==> config.mk <==
export PLATFORM = sky130hd
export DESIGN_NAME = addsub_share_ctrl
export DESIGN_NICKNAME = d
export VERILOG_FILES = /design/src/rtl/addsub_share_ctrl.sv
export SDC_FILE = /design/constraint.sdc
export NUM_CORES = 1
export LEC_CHECK = 0
export ABC_AREA = 1
export ABC_CLOCK_PERIOD_IN_PS = 3900
export CAP_MARGIN = 5
export CORE_MARGIN = 8
export CORE_UTILIZATION = 30
export CTS_CLUSTER_DIAMETER = 80
export DETAILED_ROUTE_END_ITERATION = 10
export MAX_ROUTING_LAYER = met4
export SLEW_MARGIN = 20
export SYNTH_ARGS = -nofsm -noshare
export SYNTH_HDL_FRONTEND = slang
export SYNTH_SLANG_ARGS = --single-unit
export TNS_END_PERCENT = 100
==> constraint.sdc <==
create_clock -name clk -period 3.9 [get_ports clk]
set_clock_uncertainty 0.2 [all_clocks]
set_input_delay 0.78 -clock clk [delete_from_list [all_inputs] [get_ports clk]]
set_output_delay 0.78 -clock clk [all_outputs]
set_load 0.01 [all_outputs]
==> src/rtl/addsub_share_ctrl.sv <==
// addsub_share_ctrl: round-robin sharing of one WIDTH-bit adder between two add/sub requesters
// Ports: clk/rst (async, active-high); req{0,1}_valid/ready/op/a/b operation channels;
// rsp{0,1}_valid/ready per-requester response handshakes; rsp_data/rsp_flag shared result bus.
module addsub_share_ctrl #(
  parameter int WIDTH = 32
) (
  input  logic             clk,
  input  logic             rst,
  input  logic             req0_valid,
  output logic             req0_ready,
  input  logic             req0_op,
  input  logic [WIDTH-1:0] req0_a,
  input  logic [WIDTH-1:0] req0_b,
  input  logic             req1_valid,
  output logic             req1_ready,
  input  logic             req1_op,
  input  logic [WIDTH-1:0] req1_a,
  input  logic [WIDTH-1:0] req1_b,
  output logic             rsp0_valid,
  input  logic             rsp0_ready,
  output logic             rsp1_valid,
  input  logic             rsp1_ready,
  output logic [WIDTH-1:0] rsp_data,
  output logic             rsp_flag
);
  typedef enum logic [1:0] {IDLE, PASS1, PASS2, RESP} state_t;
  state_t state_q, state_d;
  logic last_q, last_d, op_q, op_d, flag_q, flag_d, grant, cy32;
  logic [WIDTH-1:0] a_q, a_d, b_q, b_d, acc_q, acc_d, x, y, s;
  // last_q doubles as the owner of the operation in flight
  assign grant = (req0_valid & req1_valid) ? ~last_q : req1_valid;
  assign req0_ready = (state_q == IDLE) & req0_valid & ~grant;
  assign req1_ready = (state_q == IDLE) & grant;
  assign rsp0_valid = (state_q == RESP) & ~last_q;
  assign rsp1_valid = (state_q == RESP) & last_q;
  assign rsp_data = acc_q;
  assign rsp_flag = flag_q;
  // the single shared adder: pass 1 adds a and b (or ~b), pass 2 adds the +1 of the two's complement
  assign x = (state_q == PASS2) ? acc_q : a_q;
  assign y = (state_q == PASS2) ? WIDTH'(1) : (op_q ? ~b_q : b_q);
  assign {cy32, s} = {1'b0, x} + {1'b0, y};
  always_comb begin
    state_d = state_q;
    last_d = last_q;
    op_d = op_q;
    a_d = a_q;
    b_d = b_q;
    acc_d = acc_q;
    flag_d = flag_q;
    case (state_q)
      IDLE: if (req0_valid | req1_valid) begin
        state_d = PASS1;
        last_d = grant;
        op_d = grant ? req1_op : req0_op;
        a_d = grant ? req1_a : req0_a;
        b_d = grant ? req1_b : req0_b;
      end
      PASS1: begin
        acc_d = s;
        flag_d = cy32;
        state_d = op_q ? PASS2 : RESP;
      end
      PASS2: begin
        acc_d = s;
        // a >= b iff either pass of a + ~b + 1 carried out
        flag_d = flag_q | cy32;
        state_d = RESP;
      end
      RESP: state_d = (last_q ? rsp1_ready : rsp0_ready) ? IDLE : RESP;
      default: state_d = IDLE;
    endcase
  end
  always_ff @(posedge clk or posedge rst) begin
    if (rst) begin
      state_q <= IDLE;
      last_q <= 1'b1;
      op_q <= 1'b0;
      a_q <= '0;
      b_q <= '0;
      acc_q <= '0;
      flag_q <= 1'b0;
    end else begin
      state_q <= state_d;
      last_q <= last_d;
      op_q <= op_d;
      a_q <= a_d;
      b_q <= b_d;
      acc_q <= acc_d;
      flag_q <= flag_d;
    end
  end
endmodule

# Word level (Yosys, flattened, before mapping)
# Index checks and enable logic that the tools add are counted.
# W data, S select, Z words.
word_totals:
  output_inout_bits: 37
  inputBits: 136
  regBits: 101
  word_cells: 40
classes:
  reduce_logical: 4
  n_mux: 13
  addsub: 1
  n_bitwise: 11
  n_eq_ne: 4
ops:
  columns: ["operator", "count"]
  rows:
  - ["$mux W32", 5]
  - ["$add A32 B32 Y33", 1]
  - ["$not A32 Y32", 1]
  - ["$pmux W2 S4", 1]
  - ["$and A1 B1 Y1", 6]
  - ["$eq A2 B2 Y1 const B", 2]
  - ["$mux W1", 4]
  - ["$mux W2", 2]
  - ["$eq A2 B1 Y1 const B", 1]
  - ["$logic_not A2 Y1", 1]
  - ["$ne A2 B1 Y1 const B", 1]
  - ["$not A1 Y1", 2]
  - ["$or A1 B1 Y1", 2]
  - ["$pmux W1 S2", 1]
  - ["$reduce_and A2 Y1", 1]
  - ["$reduce_bool A2 Y1", 1]
  - ["$reduce_or A2 Y1", 1]

# Depth between registers and ports, before layout
depth:
  word_depth: 6
  depth_mapped: 20
  mapped_depth_nobuf: 18

# Worst setup path before layout
# OpenSTA, ideal clock, no wires.
synth_path:
  path_type: "register -> register"
  start: "register state_q[0]"
  end: "register flag_q (netlist: rsp_flag)"
  setup_ns: 0.120
  path_stages_with_launch: 16
  arrival_time_ns: 2.615
  slack_ns: 0.965
  required_ns: 3.580
  n_path_buf: 2
  period_less_slack_ns: 2.935
  path_cell_list: "dfrtp_1 inv_1 ha_1 clkbuf_1 clkbuf_1 o21ai_0 ha_1 fa_1 nand3_1 nand3_1 a21oi_1 o21ai_1 nand2_1 nand2_1 nand2_1 nand2_1"
synth_via:
  elab_chain_len: 5
  word_cells_on_any_way: 8
  cone_classes: "add/sub: 1; eq/ne: 2; mux: 3; bitwise: 1; reduce/logical: 1"
synth_rtl:
  columns: ["element", "line_no", "text"]
  rows:
  - ["start, declared", "27", "state_t state_q, state_d;"]
  - ["start signal, assigned", "83", "state_q <= state_d;"]
  - ["$eq A2 B2 Y1", "39, 40, 50", null]
  - ["$mux W32, on equally long branches", "39, 40", null]
  - ["$add A32 B32 Y33", "41", "assign {cy32, s} = {1'b0, x} + {1'b0, y};"]
  - ["$or A1 B1 Y1", "66", "flag_d = flag_q | cy32;"]
  - ["$pmux W1 S2", "50", "case (state_q)"]
  - ["end signal, assigned", "89", "flag_q <= flag_d;"]
  - ["end, declared", "28", "logic last_q, last_d, op_q, op_d, flag_q, flag_d, grant, cy32;"]
# Several ways; a longest one is shown, not always the timed one.
# A chain may end at the register's enable or synchronous reset.

# Worst setup path in the final report
# Ends and elaborated chain as after synthesis.

==> run summary <==
The hold path depth works out to 2. Sorting the synthesized cells by how often they occur yields 322 x sky130_fd_sc_hd__nand2_1, 157 x sky130_fd_sc_hd__inv_1, 139 x sky130_fd_sc_hd__nor2_1, 134 x sky130_fd_sc_hd__o21ai_0, 100 x sky130_fd_sc_hd__dfrtp_1. The most common cell in the synthesized netlist is sky130_fd_sc_hd__nand2_1. Share of synthesized area occupied by flip-flops and latches: 33.31%. The tool flagged a number of max-cap violations equal to 0. Of the available clock period, the critical path in the final layout requires 82.58%.

After synthesis, the share of flip-flops with an asynchronous set or reset is 100.0%. Counting flops with a built-in enable in the synthesized netlist gives 0. In this run the post-CTS setup repair buffer count came out at 0. The post-detailed-routing wire length is 25220 um. Antenna violation net count after detailed routing: 0. For this run, the top clock speed supported by timing is 0.3105 GHz. The tools report the number of global-route vias before repair as 7333. The run gives 25040 um2 as the core region area. The number of nets handed over by synthesis was 1330. STA classifies the critical path startpoint as a register.

The tightest min-delay check is of the register to register type. Setup repair after global routing left no endpoint under its margin. The die is 175.1 um wide. The number of gates resized after CTS was 0. The floorplan step set the die height to 175.1 um. Once the floorplan was initialized, standard cells occupied 30.32% of the core. The area enclosed by the die boundary came out at 30650 um2.

The run gives 3270 ps as the data arrival time of the worst path. The number of antenna violations at the first check in global routing was 0; the post-synthesis register bit count was 101. TritonCTS built the clock tree. For this run, the leading register cell type out of synthesis is sky130_fd_sc_hd__dfrtp_1. The tree is rooted in a sky130_fd_sc_hd__clkbuf_16.

During placement, the flow inserted port buffers numbering 172. The cell area after technology mapping is 7591 um2, and the global placement routability congestion is 0.8965. Average instance area after synthesis: 6.561 um2. Buffers inserted during clock tree synthesis total 9.

For the violation count after the first detailed-routing iteration, the log shows 423. Number of DRC violations after detailed routing: 0. The first global-routing pass estimated 39700 um of wire. The H-tree was split into 3 levels. Cells with a size suffix above 1 make up 5.725% of the layout. The unique cell type count in the Yosys netlist was 34. Detailed routing inserted a total of 7566 vias. The count of endpoints failing hold in the final timing report is 0, and the clock net sink count is 101. In the global route stage, overall resource usage came out at 16.64%. After synthesis, the cell types taking the most area are sky130_fd_sc_hd__dfrtp_1 33%, sky130_fd_sc_hd__nand2_1 16%, sky130_fd_sc_hd__o21ai_0 8.8%, sky130_fd_sc_hd__inv_1 7.8%, sky130_fd_sc_hd__nor2_1 6.9%. The run gives 0 as the total of hold buffers inserted after clock tree synthesis. The logs give 0 for the setup-violating endpoint count in the final report and 46.38% for the worst slew margin relative to its limit.

The path type of the worst setup path is register to register. At the pin with the least slew margin, the transition time is 804.3 ps. 173 I/O pins were placed. The number of optimization iterations in the first detailed-route pass is 5. The via density per instance works out to 4.613. From synthesis to final layout, the design area changed by 31.00%. Global routing finished with a remaining overflow of 0.

The final number of max-transition violations was 0; the register clock-pin slew on the reported worst setup and hold paths was 80 ps. Dominant cell type by area after synthesis: sky130_fd_sc_hd__dfrtp_1. The HPWL after detailed placement is 20160 um.

The net count of the finished layout is 1478, and the share of the synthesized area in the top cell type is 32.97%. The tools report the setup TNS after final layout as 0 ps. Largest fanout on the critical path: 26.

The worst path required time was 3950 ps; the cell row count was 58. After detailed routing, the average wire length per cell comes to 15.38 um. The worst path in the final design needs a cycle of 3221 ps, including I/O delays and setup.

For this run, the number of Yosys warnings is 0. 0 antenna diodes ended up in the layout. Entering global routing, the biggest net connects 66 pins. Measured in cells, the most critical reg-to-reg path has a length of 13. The run finished with clean final reports. The cell count after synthesis came out at 1157. STA classifies the critical path endpoint as a register.

Counting along the longest clock path gives a buffer depth of 2. At the later pin of the worst-skew pair, clock insertion delay measures 360 ps.
-- layer usage --
layer,vias up,global-route usage [%],share of wire [%]
met5,-,-,0
met4,0,4.097,1.4
met3,21,2.806,5.3
met2,195,24.71,44
met1,3402,23.18,50
li1,3948,-,-
-- through the flow --
| stage | instance area (um2) | setup WS, ps | hold slack [ps] | instances | utilization, % |
|---|---|---|---|---|---|
| global route | 9945 | 379.6 | 333.1 | 1640 | 39.72 |
| CTS | 9945 | 684.8 | 314.3 | 1640 | 39.72 |
| floorplan | 7591 | 274.5 | 273.2 | 1157 | - |
| finish | 9945 | 679.4 | 305.8 | 1640 | 39.72 |
| detailed placement | 9637 | 694.6 | 296.2 | 1624 | 38.49 |
| global placement | 9637 | 791.1 | 291.0 | 1624 | 38.49 |
-- layout make-up --
| type | count | area [um2] |
|---|---|---|
| clock buffer | 9 | 225.2 |
| clock inverter | 7 | 82.58 |
| fill | 2711 | 15090 |
| inverter | 166 | 625.6 |
| multi-input combinational | 842 | 4238 |
| sequential | 101 | 2529 |
| tap | 330 | 412.9 |
| timing repair buffer | 185 | 1832 |
-- path summary, 6_finish.rpt --
| kind | from | end | slack (ps) |
|---|---|---|---|
| max | state_q[0] | rsp_flag | 680 |
| min | b_q[18] | b_q[18] | 310 |
| max reg2reg | state_q[0] | rsp_flag | 680 |
| min reg2reg | b_q[18] | b_q[18] | 310 |
| max in group asynchronous | rst | last_q | 2030 |
| min in group asynchronous | rst | b_q[2] | 710 |
-- registers in the layout, summed over array words and instances (netlist names) --
name,cells
a_q,32
b_q,32
last_q,1
op_q,1
rsp_data,32
rsp_flag,1
state_q,2
-- cell usage in the layout (no fill, tap or decap), drive strengths merged --
cell,count
a21o,1
a21oi,30
a31oi,1
buf,13
bufinv,1
clkbuf,9
clkdlybuf4s50,172
clkinv,3
clkinvlp,1
dfrtp,100
dfstp,1
fa,1
ha,36
inv,168
nand2,336
nand3,48
nand3b,3
nand4,3
nor2,145
nor3,7
o211ai,1
o21ai,149
o21bai,2
o22ai,40
or2,1
xnor2,37
xor2,1
-- worst max-delay path, cell delays in order (launching register included) --
cell	delay, ps
sky130_fd_sc_hd__dfrtp_1	420
sky130_fd_sc_hd__inv_1	100
sky130_fd_sc_hd__ha_2	470
sky130_fd_sc_hd__o21ai_0	170
sky130_fd_sc_hd__ha_1	280
sky130_fd_sc_hd__fa_1	480
sky130_fd_sc_hd__nand3_1	110
sky130_fd_sc_hd__nand3_1	170
sky130_fd_sc_hd__a21oi_1	330
sky130_fd_sc_hd__o21ai_1	140
sky130_fd_sc_hd__nand2_1	80
sky130_fd_sc_hd__nand2_1	50
sky130_fd_sc_hd__nand2_1	50
sky130_fd_sc_hd__nand2_1	40
-- cell families (layout without fill, tap and decap cells) --
logic type,count (synthesis),count (layout),synth area share [%]
xor+xnor,38,38,4.384
flops,101,101,33.31
compound gates,224,224,15.82
buf+inv,214,367,10.93
simple gates,543,543,29.36
fa+ha+maj,37,37,6.197
Power is not shown: default switching activity piles up to over one toggle a cycle in this logic, so the estimate is an artifact.
